$ cat src/rtl/bcd_split_n_if.sv
// Bus bundle for bcd_split_n: the conversion request/enable inputs and the
// result/status outputs. The master drives requests and the slave (converter) answers.
interface bcd_split_n_if #(
  parameter int IN_W   = 7,
  parameter int DIGITS = 3
);
  logic                  en;
  logic                  start;
  logic [IN_W-1:0]       number;
  logic [4*DIGITS-1:0]   bcd;
  logic                  busy;
  logic                  done;
  logic                  valid;
  logic                  ovf;

  modport master (
    output en, start, number,
    input  bcd, busy, done, valid, ovf
  );

  modport slave (
    input  en, start, number,
    output bcd, busy, done, valid, ovf
  );
endinterface

$ cat src/rtl/bcd_split_n.sv
// Sequential binary-to-BCD converter (shift-and-add-3), one input bit per clock,
// with a fixed latency of IN_W+2 cycles and saturation to all nines on overflow.
module bcd_split_n #(
  parameter int IN_W   = 7,
  parameter int DIGITS = 3,
  parameter bit AUTO   = 1'b0
) (
  input logic         clk,
  input logic         rst_n,
  bcd_split_n_if.slave bus
);
  localparam int BCD_W  = 4 * DIGITS;
  localparam int WORK_W = BCD_W + 4;
  localparam int CAT_W  = WORK_W + IN_W;
  localparam int CNT_W  = $clog2(IN_W + 1);

  localparam int          MAX_VAL      = (10 ** DIGITS) - 1;
  localparam int          MAX_IN       = (2 ** IN_W) - 1;
  localparam bit          OVF_POSSIBLE = (MAX_IN > MAX_VAL);
  localparam logic [31:0] MAX_VAL_U    = 32'(MAX_VAL);

  localparam logic [CNT_W-1:0] LAST_CNT = CNT_W'(IN_W - 1);
  localparam logic [CNT_W-1:0] CNT_ONE  = CNT_W'(1);
  localparam logic [BCD_W-1:0] NINES    = {DIGITS{4'h9}};

  typedef enum logic [1:0] {
    IDLE  = 2'd0,
    SHIFT = 2'd1,
    DONE  = 2'd2
  } state_t;

  state_t             state_r;
  logic [IN_W-1:0]    sh_r;
  logic [IN_W-1:0]    last_r;
  logic [WORK_W-1:0]  work_r;
  logic [CNT_W-1:0]   cnt_r;
  logic [BCD_W-1:0]   bcd_r;
  logic               busy_r;
  logic               done_r;
  logic               valid_r;
  logic               ovf_r;

  logic               trig_s;
  logic               ovf_s;
  logic [WORK_W-1:0]  adj_s;
  logic [CAT_W-1:0]   shifted_s;

  // Add 3 to every nibble that is 5 or more, so the following left shift carries in decimal.
  function automatic logic [WORK_W-1:0] add3_nibbles(input logic [WORK_W-1:0] w);
    logic [WORK_W-1:0] r;
    r = w;
    for (int i = 0; i < WORK_W / 4; i++) begin
      if (w[4*i +: 4] >= 4'd5) begin
        r[4*i +: 4] = w[4*i +: 4] + 4'd3;
      end else begin
        r[4*i +: 4] = w[4*i +: 4];
      end
    end
    return r;
  endfunction

  // Conversion trigger: explicit start, or in self-start mode any reason the result is stale.
  always_comb begin
    trig_s = 1'b0;
    if (AUTO) begin
      trig_s = bus.start || !valid_r || (bus.number != last_r);
    end else begin
      trig_s = bus.start;
    end
  end

  // Overflow is a pure compare against the largest representable value, folded away when unreachable.
  always_comb begin
    ovf_s = 1'b0;
    if (OVF_POSSIBLE) begin
      ovf_s = (32'(bus.number) > MAX_VAL_U);
    end else begin
      ovf_s = 1'b0;
    end
  end

  // One shift-and-add-3 step over the concatenated {work, shift} register.
  always_comb begin
    adj_s     = add3_nibbles(work_r);
    shifted_s = {adj_s, sh_r} << 1;
  end

  // Control FSM with registered outputs; en low acts as a synchronous clear.
  always_ff @(posedge clk or negedge rst_n) begin
    if (!rst_n) begin
      state_r <= IDLE;
      sh_r    <= '0;
      last_r  <= '0;
      work_r  <= '0;
      cnt_r   <= '0;
      bcd_r   <= '0;
      busy_r  <= 1'b0;
      done_r  <= 1'b0;
      valid_r <= 1'b0;
      ovf_r   <= 1'b0;
    end else if (!bus.en) begin
      state_r <= IDLE;
      sh_r    <= '0;
      last_r  <= '0;
      work_r  <= '0;
      cnt_r   <= '0;
      bcd_r   <= '0;
      busy_r  <= 1'b0;
      done_r  <= 1'b0;
      valid_r <= 1'b0;
      ovf_r   <= 1'b0;
    end else begin
      done_r <= 1'b0;
      case (state_r)
        IDLE: begin
          if (trig_s) begin
            sh_r    <= bus.number;
            last_r  <= bus.number;
            work_r  <= '0;
            cnt_r   <= '0;
            ovf_r   <= ovf_s;
            valid_r <= 1'b0;
            busy_r  <= 1'b1;
            state_r <= SHIFT;
          end else begin
            state_r <= IDLE;
          end
        end
        SHIFT: begin
          work_r <= shifted_s[CAT_W-1:IN_W];
          sh_r   <= shifted_s[IN_W-1:0];
          cnt_r  <= cnt_r + CNT_ONE;
          if (cnt_r == LAST_CNT) begin
            state_r <= DONE;
          end else begin
            state_r <= SHIFT;
          end
        end
        DONE: begin
          if (ovf_r) begin
            bcd_r <= NINES;
          end else begin
            bcd_r <= work_r[BCD_W-1:0];
          end
          done_r  <= 1'b1;
          valid_r <= 1'b1;
          busy_r  <= 1'b0;
          state_r <= IDLE;
        end
        default: begin
          busy_r  <= 1'b0;
          state_r <= IDLE;
        end
      endcase
    end
  end

  assign bus.bcd   = bcd_r;
  assign bus.busy  = busy_r;
  assign bus.done  = done_r;
  assign bus.valid = valid_r;
  assign bus.ovf   = ovf_r;
endmodule

$ cat src/flat_wrapper.sv
// flat-port wrapper written by rule: the top's interface ports become plain ports
module bcd_split_n_flat 
#(
  parameter int IN_W   = 7,
  parameter int DIGITS = 3,
  parameter bit AUTO   = 1'b0
)
  (clk, rst_n, bus_en, bus_start, bus_number, bus_bcd, bus_busy, bus_done, bus_valid, bus_ovf);
  bcd_split_n_if #(.IN_W(IN_W), .DIGITS(DIGITS)) bus_i ();
  input logic clk;
  input logic rst_n;
  input wire logic [$bits(bus_i.en)-1:0] bus_en;
  input wire logic [$bits(bus_i.start)-1:0] bus_start;
  input wire logic [$bits(bus_i.number)-1:0] bus_number;
  output wire logic [$bits(bus_i.bcd)-1:0] bus_bcd;
  output wire logic [$bits(bus_i.busy)-1:0] bus_busy;
  output wire logic [$bits(bus_i.done)-1:0] bus_done;
  output wire logic [$bits(bus_i.valid)-1:0] bus_valid;
  output wire logic [$bits(bus_i.ovf)-1:0] bus_ovf;
  assign bus_i.en = bus_en;
  assign bus_i.start = bus_start;
  assign bus_i.number = bus_number;
  assign bus_bcd = bus_i.bcd;
  assign bus_busy = bus_i.busy;
  assign bus_done = bus_i.done;
  assign bus_valid = bus_i.valid;
  assign bus_ovf = bus_i.ovf;
  bcd_split_n #(.IN_W(IN_W), .DIGITS(DIGITS), .AUTO(AUTO)) u_core (.clk(clk), .rst_n(rst_n), .bus(bus_i));
endmodule
$ cat config.mk
export PLATFORM = sky130hd
export DESIGN_NAME = bcd_split_n_flat
export DESIGN_NICKNAME = d
export VERILOG_FILES = /design/src/rtl/bcd_split_n_if.sv /design/src/rtl/bcd_split_n.sv /design/src/flat_wrapper.sv
export SDC_FILE = /design/constraint.sdc
export NUM_CORES = 1
export LEC_CHECK = 0
export CAP_MARGIN = 20
export CORE_UTILIZATION = 58
export CTS_CLUSTER_DIAMETER = 30
export DETAILED_ROUTE_END_ITERATION = 7
export GPL_TIMING_DRIVEN = 0
export PLACE_DENSITY = 0.84
export SYNTH_ARGS = -nofsm -noshare
export SYNTH_HDL_FRONTEND = slang
export SYNTH_SLANG_ARGS = --single-unit
$ cat constraint.sdc
create_clock -name clk -period 2.1 [get_ports clk]
set_clock_uncertainty 0.1 [all_clocks]
set_input_delay 0.21 -clock clk [delete_from_list [all_inputs] [get_ports clk]]
set_output_delay 0.21 -clock clk [all_outputs]
set_load 0.05 [all_outputs]
After elaboration in Yosys (flattened, before gate mapping)

Cells that the tools add are included.

Add/subtract/negate cells: 5
Magnitude comparators: 4
Equality and inequality tests: 10
Muxes and demuxes: 30
Reductions and logical operators: 5

Operators by type and width:

| kind                                                                   | count |
|---|---|
| 12-bit two-way mux                                                     | 3 |
| 16-bit two-way mux                                                     | 2 |
| 16-bit case mux with 2 select lines                                    | 1 |
| 4-bit by 3-bit >= comparator with 1-bit output (second input constant) | 4 |
| 7-bit two-way mux                                                      | 2 |
| 7-bit case mux with 2 select lines                                     | 1 |
| 4-bit by 2-bit adder with 4-bit output (second input constant)         | 3 |
| 4-bit two-way mux                                                      | 3 |
| 1-bit two-way mux                                                      | 9 |
| 3-bit two-way mux                                                      | 3 |
| 2-bit AND reduction                                                    | 4 |
| 2-bit by 1-bit != test with 1-bit output (second input constant)       | 3 |
| 3-bit by 1-bit != test with 1-bit output (second input constant)       | 2 |
| 3-bit case mux with 2 select lines                                     | 1 |
| 2-bit two-way mux                                                      | 2 |
| 1-bit case mux with 2 select lines                                     | 2 |
| 2-bit case mux with 2 select lines                                     | 1 |
| 3-bit by 1-bit adder with 3-bit output (second input constant)         | 1 |
| 3-bit by 2-bit adder with 3-bit output (second input constant)         | 1 |
| 3-bit == test (second input constant)                                  | 1 |
| 3-bit != test (second input constant)                                  | 1 |
| 2-bit by 1-bit == test with 1-bit output (second input constant)       | 1 |
| 2-bit == test (second input constant)                                  | 1 |
| 2-bit zero test                                                        | 1 |
| 2-bit != test (second input constant)                                  | 1 |

Bits in registers: 44
Input bits: 11
Word-level logic and storage cells: 63

Depth between registers and ports, before layout

Depth in word-level cells: 4
Mapped depth: 6
Mapped depth without buffers: 5

Least setup slack after synthesis

Ideal clock, no wire load.

Path type: register -> register
From: register u_core.work_r[4]
To: register u_core.work_r[6]
Data arrival time: 1.190 ns
Data required time: 1.899 ns
Setup slack: 0.709 ns
Stages on the path, launching flop included: 6
Path through: dfrtp_1 > inv_1 > ha_1 > nor2b_1 > o21a_1 > o311ai_2

Word-level cells in the longest chain between the ends: 4
Elaborated cells on any way between the ends: 5
Those cells by class: add/sub: 1; order compare: 1; mux: 3

Ends and longest elaborated chain:

| item                                                                                                     | RTL line                             | text |
|---|---|---|
| from (decl)                                                                                              | bcd_split_n.sv:35                    | `logic [WORK_W-1:0] work_r;` |
| from (signal assigned)                                                                                   | bcd_split_n.sv:130                   | `work_r <= shifted_s[CAT_W-1:IN_W];` |
| 4-bit by 2-bit adder with 4-bit output or 4-bit by 3-bit >= comparator with 1-bit output (tied branches) | bcd_split_n.sv:54, bcd_split_n.sv:53 |  |
| 4-bit two-way mux *                                                                                      | bcd_split_n.sv:53                    | `if (w[4*i +: 4] >= 4'd5) begin` |
| 16-bit case mux with 2 select lines *                                                                    | bcd_split_n.sv:114                   | `case (state_r)` |
| 16-bit two-way mux *                                                                                     | bcd_split_n.sv:101                   | `end else if (!bus.en) begin` |

Every way passes the cells marked *; elsewhere a longest branch is shown, timed or not.
A chain may end at the register's enable or synchronous reset.

Worst setup path after layout

From: register u_core.bcd_r[6], in the netlist u_core.bus.bcd[6]
To: output port bus_bcd[6]

RTL lines:

| item                   | RTL line           | text |
|---|---|---|
| from (decl)            | bcd_split_n.sv:37  | `logic [BCD_W-1:0] bcd_r;` |
| from (signal assigned) | bcd_split_n.sv:143 | `bcd_r <= work_r[BCD_W-1:0];` |
| to (decl)              | flat_wrapper.sv:15 | `output wire logic [$bits(bus_i.bcd)-1:0] bus_bcd;` |

No word-level cell between the ends.

==> impl_metrics.tcl <==
set metrics [dict create \
    post_route_drc 0 \
    cell_types_with_the_largest_area_share_after_synthesis "sky130_fd_sc_hd__dfrtp_1, sky130_fd_sc_hd__nand2_1, sky130_fd_sc_hd__ha_1" \
    cp_top_family "buffers and inverters" \
    final_critical_path_required_period_ns 1.826 \
    via_density_per_instance 5.640 \
    yosys_warnings 0 \
    hold_path.class "primary input to register" \
    synth_largest_area_cell "sky130_fd_sc_hd__dfrtp_1" \
    num_vias 1630 \
    worst_hold_path.num_cells 3 \
    timing.hold.worst_endpoint "u_core.sh_r[0]$_DFFE_PN0P_" \
    vias_in_the_first_global_route 1520 \
    cp_slowest_cell "sky130_fd_sc_hd__clkdlybuf4s50_1" \
    run_status "complete, no violations" \
    synth_edf_count 0 \
    grt_setup_unrepaired "false" \
    die_y_um 61.05 \
    max_freq_mhz 547.7 \
    antenna_violation_net_count_after_detailed_routing 0 \
    critical_path_required_ns 1.79 \
    worst_slew_margin_rel_pct 43.88 \
    final_hold_viol_count 0 \
    clock_latency_ns 0.33 \
    total_leakage_power_nw 1.009 \
    routabilityCongestion 0.7959 \
    grt_first_pass_wirelength_um 6851 \
    grt.overflow.total 0 \
    vdd.ir_drop.worst_mv 0.3339 \
    post_drt_wl_per_cell_um 14.70 \
    netSwitchingFraction_pct 23.44 \
    timing.critical_path.arrival_ns 1.52 \
    design.die.area_sq_um 3726 \
    core_region_area_sq_um 3337 \
    design_power_total_mw 1.448 \
    numCtsBuffers 5 \
    crit-reg2reg-capture "u_core.work_r[4]$_DFFE_PN0P_" \
    synth.net_count 228 \
    rows 21 \
    syn_area_sq_um 2022 \
    tritoncts "yes" \
    met2_wl_um 2135 \
    cts.root.buffer_cell "sky130_fd_sc_hd__clkbuf_4" \
    route.met3.wl_um 143 \
    groute.usage.overall_pct 25.12 \
    post_route_cells_drive_above_1_share_pct 9.053 \
    seq_area_frac_synth_pct 48.27 \
    finish.net_count 261 \
    synth_ff_type "sky130_fd_sc_hd__dfrtp_1" \
    i_o_pin_count 27 \
    p_switching_uw 339.5 \
    drtPass1Iterations 4 \
    dp_hpwl_um 3018 \
    yosysMostFrequentCell "sky130_fd_sc_hd__dfrtp_1" \
    worstReg2RegStart "u_core.work_r[0]$_DFFE_PN0P_" \
    seq_power_share_pct 53.8 \
    final_worst_path_cycle_share_pct 86.95 \
    setup.worst_path.end_class "output pin" \
    grt_max_degree 40 \
    crit_cells 1 \
    cts_sinks 39 \
    clk_path_buf_depth 2 \
    worst_path_largest_cell_delay_ns 0.80 \
    cts.reportedPaths.clkPinSlew_ns 0.12 \
    floorplan.initialDensity_pct 60.59 \
    post_cts_resize_count 0 \
    pint_mw 1.109 \
    dpl_worst_slack_ns 0.3823 \
    worstSetupPathType "register to output pin" \
    cap_violations 0 \
    crit_chain "clkdlybuf4s50_1" \
    synth_async_sr_flop_share_pct 100.0 \
    insertedDiodeCount 0 \
    port-buffer-count 25 \
    synth.distinct_cells 34 \
    m1WireLength_um 1909 \
    ff2ff_setup_slack_ns 0.46 \
    area.growth.synth_to_final_pct 19.74 \
    synthesis.area_per_instance_sq_um 9.674 \
    r2r_cell_count 5 \
    clockPowerShare_pct 35.8 \
    setup_slack_ns 0.2741 \
    route.top_layer_used "met4" \
    antenna_found_initial 0 \
    detailedRoute.firstIterationViolations 137 \
    report.final.setup_viol 0 \
    maxSlewViolCount 0 \
    filler_cell_count 281 \
    synth.ff_latch_count 39 \
    critical_path_buf_inv_count 1 \
    cp_max_fo 2 \
    p_per_area_nw_per_um2 598.2 \
    hp-start "bus_number[0]" \
    stdcell_area_sq_um 2421 \
    placed_cell_area_sq_um 2325 \
    max_slew.worst_pin.slew_ns 0.8418 \
    cell_count_after_synthesis 209 \
    power_frac_comb_pct 10.4 \
    die_x_um 61.05 \
    yosysTopAreaCellShare_pct 48.27 \
    start_kind "register" \
    postRouteWirelength_um 4247 \
    yosys-top-cells-count "sky130_fd_sc_hd__dfrtp_1, sky130_fd_sc_hd__nand2_1, sky130_fd_sc_hd__nand3_1" \
    clock_tree.htree_level_count 2 \
]
[worst max-delay path by stage]
stage	from	end	slack, ns
after floorplan	u_core.work_r[4]$_DFFE_PN0P_	u_core.work_r[6]$_DFFE_PN0P_	0.71
after global placement	rst_n	u_core.bus.bcd[2]$_DFFE_PN0P_	-0.20
after detailed placement	bus_en	u_core.work_r[6]$_DFFE_PN0P_	0.38
after CTS	u_core.bus.bcd[0]$_DFFE_PN0P_	bus_bcd[0]	0.26
after global routing	u_core.bus.bcd[7]$_DFFE_PN0P_	bus_bcd[7]	0.20
final	u_core.bus.bcd[6]$_DFFE_PN0P_	bus_bcd[6]	0.27
[stage by stage]
stage / TNS [ns] / std cells / hold WS (ns) / util [%]
2_1_floorplan: 0 / 209 / -0.1856 / -
3_3_place_gp: -7.702 / 280 / 0.3817 / 69.82
3_5_place_dp: 0 / 280 / 0.2582 / 69.67
4_1_cts: 0 / 289 / 0.3468 / 72.55
5_1_grt: 0 / 289 / 0.3606 / 72.55
6_report: 0 / 289 / 0.3495 / 72.55
[area by class of cell]
type	count	area, sq um	share of cell area, %
Timing Repair Buffer	26	255.2	10.54
Sequential cell	39	975.9	40.31
Clock buffer	6	51.30	2.119
Clock inverter	2	35.03	1.447
Buffer	14	95.09	3.928
Inverter	16	60.06	2.481
Tap cell	46	57.56	2.377
Multi-Input combinational cell	140	890.9	36.80
[metal layers]
metal / vias to the layer above / GRT usage (%)
met2: 35 / 42.55
met3: 6 / 4.412
li1: 789 / -
met4: 0 / 6.169
met5: - / 0
met1: 800 / 33.70
[cell families (layout without fill, tap and decap cells)]
logic type,after synthesis,count (layout),synth area share (%)
flip-flops,39,39,48.27
adder cells (fa/ha/maj),8,8,4.951
other,1,1,0.1855
AO/OA/AOI/OAI,54,54,19.00
multiplexers,6,6,2.970
AND/OR/NAND/NOR,69,69,16.09
XOR/XNOR,2,2,0.8665
buffers and inverters,30,64,7.673
[repair_timing]
action | 4_1_cts | 5_1_grt
hold buffers | 1 | 0
endpoints found under the hold margin | 39 | 0
buffers inserted | 0 | 0
[placed cells by master, fill, tap and decap left out, types with 2 or more instances in the layout]
cell type / count
sky130_fd_sc_hd__o21ai_0: 8
sky130_fd_sc_hd__clkbuf_1: 4
sky130_fd_sc_hd__buf_4: 2
sky130_fd_sc_hd__mux2i_1: 6
sky130_fd_sc_hd__o21a_1: 3
sky130_fd_sc_hd__a22oi_1: 3
sky130_fd_sc_hd__xnor2_1: 2
sky130_fd_sc_hd__nor2b_1: 5
sky130_fd_sc_hd__clkdlybuf4s50_1: 24
sky130_fd_sc_hd__clkbuf_4: 5
sky130_fd_sc_hd__dfrtp_1: 39
sky130_fd_sc_hd__ha_1: 8
sky130_fd_sc_hd__buf_6: 4
sky130_fd_sc_hd__buf_2: 5
sky130_fd_sc_hd__o31ai_1: 8
sky130_fd_sc_hd__o2111ai_1: 6
sky130_fd_sc_hd__nand2b_1: 4
sky130_fd_sc_hd__nand2_1: 29
sky130_fd_sc_hd__inv_1: 16
sky130_fd_sc_hd__nor2_1: 6
sky130_fd_sc_hd__nand3_1: 19
sky130_fd_sc_hd__o211ai_1: 5
sky130_fd_sc_hd__a21oi_1: 15
[flip-flops by register name, indices dropped and copies added, names as in the netlist]
register          cells
u_core.cnt_r          3
u_core.bus.valid      1
u_core.bus.done       1
u_core.sh_r           7
u_core.bus.busy       1
u_core.state_r        2
u_core.work_r        12
u_core.bus.bcd       12
[power groups by stage]
stage          clock, mW  sequential (mW)  combinational, mW
6_report           0.519            0.779              0.151
2_1_floorplan          0            0.795             0.0854
4_1_cts            0.524            0.779              0.151
3_3_place_gp           0            0.792              0.149
3_5_place_dp           0            0.793              0.150
5_1_grt            0.561            0.781              0.165
No activity file was read; power rests on OpenSTA's default activity.
